**config.mk**
```make
export PLATFORM = sky130hd
export DESIGN_NAME = uart_cmd_ctrl
export DESIGN_NICKNAME = d
export VERILOG_FILES = /design/src/rtl/uart_cmd_ctrl.sv
export SDC_FILE = /design/constraint.sdc
export NUM_CORES = 2
export LEC_CHECK = 0
export CAP_MARGIN = 15
export CORE_AREA = 5 5 584 586
export DETAILED_ROUTE_END_ITERATION = 10
export DIE_AREA = 0 0 589 591
export SKIP_LAST_GASP = 1
export SYNTH_ARGS = -nofsm -noshare
export SYNTH_HDL_FRONTEND = slang
export SYNTH_SLANG_ARGS = --single-unit
```
**constraint.sdc**
```tcl
create_clock -name clock -period 2.2 [get_ports clock]
set_clock_uncertainty 0.05 [all_clocks]
set_input_delay 0.22 -clock clock [delete_from_list [all_inputs] [get_ports clock]]
set_output_delay 0.22 -clock clock [all_outputs]
set_load 0.02 [all_outputs]
```
**src/rtl/uart_cmd_ctrl.sv**
```systemverilog
// uart_cmd_ctrl: UART byte-command front end; fills input/weight buffers, streams an accelerator row LSB-first, reports sticky errors (ack byte per write when UART_CMD_CTRL_ACK_EN).
// Latency: a byte toggle is decoded on the next clock edge; a row read starts transmitting two cycles after its opcode.
// Backpressure: transmit strobes wait for isBusy low; received bytes are never stalled (discarded while reading or transmitting).
module uart_cmd_ctrl #(
    parameter int BITWIDTH  = 8,
    parameter int IN_BYTES  = 32,
    parameter int WT_BYTES  = 128,
    parameter int OUT_BYTES = 24,
    parameter int ADDR_W    = 4,
    parameter int TIMEOUT   = 65535
) (
    input  logic                   clock,
    input  logic                   reset,
    input  logic [BITWIDTH-1:0]    dataIn,
    input  logic                   isNewData,
    input  logic                   isBusy,
    output logic [BITWIDTH-1:0]    dataOut,
    output logic                   doTransmit,
    output logic [IN_BYTES*8-1:0]  din,
    output logic [WT_BYTES*8-1:0]  wtin,
    output logic                   isNewDin,
    output logic                   isNewWtin,
    output logic [ADDR_W-1:0]      addrDout,
    input  logic [OUT_BYTES*8-1:0] dout,
    output logic [1:0]             err,
    output logic [2:0]             state_tap
);

    localparam int IN_W  = IN_BYTES * 8;
    localparam int WT_W  = WT_BYTES * 8;
    localparam int OUT_W = OUT_BYTES * 8;
    localparam int MAX_B = (IN_BYTES > WT_BYTES) ? IN_BYTES : WT_BYTES;
    localparam int CNT_W = $clog2(MAX_B + 1);
    localparam int SNT_W = $clog2(OUT_BYTES + 1);
    localparam int IDL_W = $clog2(TIMEOUT + 1);

    typedef enum logic [2:0] {
        IDLE     = 3'd0,
        WR_IN    = 3'd1,
        WR_WT    = 3'd2,
        RD_LATCH = 3'd3,
        RD_SEND  = 3'd4,
        RD_WAIT  = 3'd5,
        TX_ONE   = 3'd6
    } state_t;

    typedef enum logic [1:0] {
        K_READ   = 2'd0,
        K_STATUS = 2'd1,
        K_ACK_IN = 2'd2,
        K_ACK_WT = 2'd3
    } kind_t;

`ifdef UART_CMD_CTRL_ACK_EN
    localparam state_t WR_DONE = TX_ONE;
`else
    localparam state_t WR_DONE = IDLE;
`endif

    state_t               state, state_nxt;
    kind_t                kind;
    logic                 prev_new;
    logic [CNT_W-1:0]     byte_cnt;
    logic [IDL_W-1:0]     idle_cnt;
    logic [SNT_W-1:0]     sent_cnt;
    logic [1:0]           wait_cnt;
    logic [OUT_W-1:0]     shift;
    logic [BITWIDTH-1:0]  tx_byte;

    logic       new_byte, in_done, wt_done, timed_out, send_last, wait_over;
    logic [2:0] opcode;

    assign new_byte  = (isNewData != prev_new);
    assign opcode    = dataIn[2:0];
    assign in_done   = (state == WR_IN) && new_byte && (byte_cnt == CNT_W'(IN_BYTES - 1));
    assign wt_done   = (state == WR_WT) && new_byte && (byte_cnt == CNT_W'(WT_BYTES - 1));
    assign timed_out = ((state == WR_IN) || (state == WR_WT)) && !new_byte
                       && (idle_cnt == IDL_W'(TIMEOUT - 1));
    assign send_last = (kind == K_READ) ? (sent_cnt == SNT_W'(OUT_BYTES)) : (sent_cnt == SNT_W'(1));
    assign wait_over = (wait_cnt == 2'd2);
    assign state_tap = state;

    // Single-byte payloads share the row-read send path through the shift register.
    always_comb begin
        tx_byte = {{(BITWIDTH-2){1'b0}}, err};
        if (kind == K_ACK_IN) begin
            tx_byte = BITWIDTH'(8'hA5);
        end else if (kind == K_ACK_WT) begin
            tx_byte = BITWIDTH'(8'h5A);
        end
    end

    always_ff @(posedge clock) begin
        if (reset) begin
            state <= IDLE;
        end else begin
            state <= state_nxt;
        end
    end

    always_comb begin
        state_nxt = state;
        case (state)
            IDLE: begin
                if (new_byte) begin
                    case (opcode)
                        3'd1:    state_nxt = RD_LATCH;
                        3'd2:    state_nxt = WR_IN;
                        3'd3:    state_nxt = WR_WT;
                        3'd4:    state_nxt = TX_ONE;
                        default: state_nxt = IDLE;
                    endcase
                end
            end
            WR_IN: begin
                if (in_done) begin
                    state_nxt = WR_DONE;
                end else if (timed_out) begin
                    state_nxt = IDLE;
                end
            end
            WR_WT: begin
                if (wt_done) begin
                    state_nxt = WR_DONE;
                end else if (timed_out) begin
                    state_nxt = IDLE;
                end
            end
            RD_LATCH: state_nxt = RD_SEND;
            TX_ONE:   state_nxt = RD_SEND;
            RD_SEND: begin
                if (!isBusy) begin
                    state_nxt = RD_WAIT;
                end
            end
            RD_WAIT: begin
                if (wait_over && !isBusy) begin
                    state_nxt = send_last ? IDLE : RD_SEND;
                end
            end
            default: state_nxt = IDLE;
        endcase
    end

    always_ff @(posedge clock) begin
        if (reset) begin
            prev_new   <= 1'b0;
            kind       <= K_READ;
            byte_cnt   <= '0;
            idle_cnt   <= '0;
            sent_cnt   <= '0;
            wait_cnt   <= '0;
            shift      <= '0;
            dataOut    <= '0;
            doTransmit <= 1'b0;
            din        <= '0;
            wtin       <= '0;
            isNewDin   <= 1'b0;
            isNewWtin  <= 1'b0;
            addrDout   <= '0;
            err        <= 2'b00;
        end else begin
            doTransmit <= 1'b0;
            prev_new   <= isNewData;
            case (state)
                IDLE: begin
                    byte_cnt <= '0;
                    idle_cnt <= '0;
                    sent_cnt <= '0;
                    if (new_byte) begin
                        case (opcode)
                            3'd1: begin
                                addrDout <= dataIn[ADDR_W+2:3];
                                kind     <= K_READ;
                            end
                            3'd2, 3'd3: ;
                            3'd4:    kind   <= K_STATUS;
                            default: err[1] <= 1'b1;
                        endcase
                    end
                end
                WR_IN, WR_WT: begin
                    if (new_byte) begin
                        idle_cnt <= '0;
                        if (state == WR_IN) begin
                            din <= {din[IN_W-9:0], dataIn[7:0]};
                        end else begin
                            wtin <= {wtin[WT_W-9:0], dataIn[7:0]};
                        end
                        if (in_done) begin
                            isNewDin <= ~isNewDin;
                            byte_cnt <= '0;
                            kind     <= K_ACK_IN;
                        end else if (wt_done) begin
                            isNewWtin <= ~isNewWtin;
                            byte_cnt  <= '0;
                            kind      <= K_ACK_WT;
                        end else begin
                            byte_cnt <= byte_cnt + 1'b1;
                        end
                    end else if (timed_out) begin
                        err[0]   <= 1'b1;
                        idle_cnt <= '0;
                        byte_cnt <= '0;
                    end else begin
                        idle_cnt <= idle_cnt + 1'b1;
                    end
                end
                RD_LATCH: shift <= dout;
                TX_ONE:   shift <= OUT_W'(tx_byte);
                RD_SEND: begin
                    if (!isBusy) begin
                        dataOut    <= shift[BITWIDTH-1:0];
                        doTransmit <= 1'b1;
                        shift      <= shift >> 8;
                        sent_cnt   <= sent_cnt + 1'b1;
                        wait_cnt   <= '0;
                    end
                end
                RD_WAIT: begin
                    // The transmitter may take two cycles to raise isBusy after a strobe.
                    if (!wait_over) begin
                        wait_cnt <= wait_cnt + 1'b1;
                    end else if (!isBusy && send_last) begin
                        sent_cnt <= '0;
                        if (kind == K_STATUS) begin
                            err <= 2'b00;
                        end
                    end
                end
                default: ;
            endcase
        end
    end

endmodule

```
==> qor.csv <==
metric,value,unit
hold_viol,0,
clock_power_share,0.428,
hold_ws,0.09636,ns
synth_warnings,0,
fmax,473.9,MHz
grt_pass1_vias,52220,
fp.dieW,589,µm
synthTopCellsByArea,"dfxtp_1 56%, nand2_1 18%, a21oi_1 12%",
via_count,55460,
syn2layout_area_growth,52.70,%
leakage,0.03296,µW
path_class,flop to flop,
final_cell_mix,"2,610 x nand2_1, 1,499 x dfxtp_1, 1,327 x a21oi_1, 975 x dlygate4sd2_1, 484 x clkdlybuf4s50_1",
antenna_found_initial,54,
max_cap_violations,0,
arrival,2.76,ns
clockBufferDepth,4,
rows,213,
path_common_cell,buf_4,
rsz0062_at_grt,false,
worst-r2r-setup-slack,0.09,ns
worst_pin_slew,0.7013,ns
layout_commonest_cell,nand2_1,
cts_tree,built,
synth_compound_area_frac,0.1555,
cts-root-buf,clkbuf_16,
grt_overflow,0,
synth_xor_area_frac,0.001891,
wl_per_cell,21.13,µm
clk_pin_slew,0.06,ns
cpPeakStageDelay,0.44,ns
worstSkewPairLatency,0.87,ns
mappedNetlistNets,7188,
finalSetupTns,0,ns
synth_enable_flop_cells,0,
setup_viol,0,
power_per_cell_area,862.1,nW/µm²
fillerInstances,36840,
crit_required,2.85,ns
syn_area,54920,µm²
seq_area_frac_synth,0.5563,
synth_seq_cells,1526,
cts_sinks,1526,
initial_utilization,0.1638,
start_kind,flop,
synth.largest_area_cell,dfxtp_1,
grt_use_total,0.1498,
htree_levels,4,
synth_top_area_frac,0.5563,
ios,1504,
fin_crit_sh,0.9592,
outcome,"complete, no violations",
port-buffer-count,1503,
switching_share,0.2907,
place.gp.congestion,0.9028,
place_hpwl,217000,µm
maxSlewHeadroom,0.5325,
syn_inst,6979,
core,335300,µm²
wl,279000,µm
drc,0,
via_per_inst,4.199,
synth.distinct_cells,64,
drive_gt1_frac,0.09006,
cp-end-kind,flop,
async_flop_share,0,
cp_max_fo,38,
layout.nets,8859,
p_sw,21020,µW
fp.dieH,591,µm
synth-simple-area-share,0.2393,
synth_top_family_by_area,simple AND/OR/NAND/NOR gates,
ir_worst_vdd,0.7301,mV
worst_path_max_delay_cell,dfxtp_1,
drt_iter0_markers,4158,
p_int,51280,µW
finalCriticalPeriod,2.110,ns
min_path_type,primary input to flop,
synthMuxAreaShare,0.001663,
path_cells,"buf_6, nand2b_4, buf_4, buf_4, a211oi_1, buf_4, nor3_1",
seqPwrFrac,0.406,
drv_slew,0,
cts_made_buffers,183,
syn_area_per_cell,7.869,µm²
synthAdderAreaFrac,0.001139,
die-area,348100,µm²
synthFlopType,dfxtp_1,
grt_pass1_wl,387000,µm
grt_max_degree,108,
combPwrFrac,0.166,
dr.pass1.iters,6,
ant_nets,0,
-- path summary, 6_finish.rpt --
kind	from	endpoint	cells past startpoint
max	state_tap[0]	shift[161]	7
min	dout[87]	shift[87]	3
max reg2reg	state_tap[0]	shift[161]	7
min reg2reg	wtin[219]	wtin[227]	2
-- cells by family (layout without fill, tap and decap cells) --
group,after synthesis,after routing
flops,1526,1526
compound gates,1581,1581
simple gates,3264,3264
buf+inv,583,2387
other cells,0,17
mux,9,9
fa+ha+maj,5,5
xor+xnor,11,11
-- synthesized netlist by cell type, types with 8 or more instances --
library cell  instances
nand2_1            2610
dfxtp_1            1526
a21oi_1            1327
clkbuf_1            377
nor2_1              216
nor3_1              192
and3_1              182
a211oi_1            181
buf_2               173
o21ai_0              19
nand3_1              18
buf_1                14
inv_1                12
o211ai_1              9
a31oi_1               8
mux2i_1               8
-- per-stage QoR --
stage          total power, µW  setup WS (ns)  area, µm²  instances    util
2_1_floorplan            36270         0.1941      54920       6979       -
3_3_place_gp             41660        -0.2143      77620      12750  0.2315
3_5_place_dp             41710        -0.2424      77620      12750  0.2315
4_1_cts                  73190        -0.1783      83800      13190  0.2500
5_1_grt                  75360      0.0001292      83830      13200  0.2500
6_report                 72300        0.08979      83860      13210  0.2501
-- registers in the layout, summed over array words and instances, names as in the netlist, 3 cells and up --
name / cells
idle_cnt: 16
sent_cnt: 5
dataOut: 8
shift: 192
din: 256
wtin: 1024
addrDout: 4
state_tap: 3
byte_cnt: 8
-- power by group through the flow --
stage	Clock [µW]	Combinational (µW)	Sequential [µW]
after floorplan	0	6480	29800
after global placement	0	11800	29900
after detailed placement	0	11800	29900
after CTS	31800	12000	29300
after global routing	32800	13100	29500
final	30900	12000	29400
-- repair_timing --
action / in CTS / in global routing
hold buffers: 126 / 0
hold endpoints to repair: 313 / 0
buffers inserted: 0 / 0
resized for setup: 1027 / 16
endpoints found under the setup margin: 991 / 910
-- worst max-delay path: cells and delay by family, from the launching register on --
family / cells / cell delay [ns]
AO/OA/AOI/OAI: 1 / 0.20
buffers and inverters: 4 / 1.01
flip-flops: 1 / 0.44
AND/OR/NAND/NOR: 2 / 0.26
-- layer usage --
layer	share of wire	global-route usage
met5	0.00037	0
met4	0.047	0.06299
met3	0.097	0.05068
met2	0.46	0.2452
met1	0.39	0.1792
-- layout make-up --
| cell class | instances | area, µm² | share of cell area |
|---|---|---|---|
| Multi-Input combinational cell | 4870 | 22010 | 0.2625 |
| Sequential cell | 1526 | 30580 | 0.3647 |
| Timing Repair Buffer | 2056 | 19570 | 0.2333 |
| Clock buffer | 260 | 5301 | 0.06322 |
| Antenna cell | 17 | 42.54 | 0.0005073 |
| Inverter | 13 | 51.30 | 0.0006117 |
| Tap cell | 4407 | 5514 | 0.06575 |
| Clock inverter | 58 | 788.3 | 0.009400 |
No activity file was read; power rests on OpenSTA's default activity.
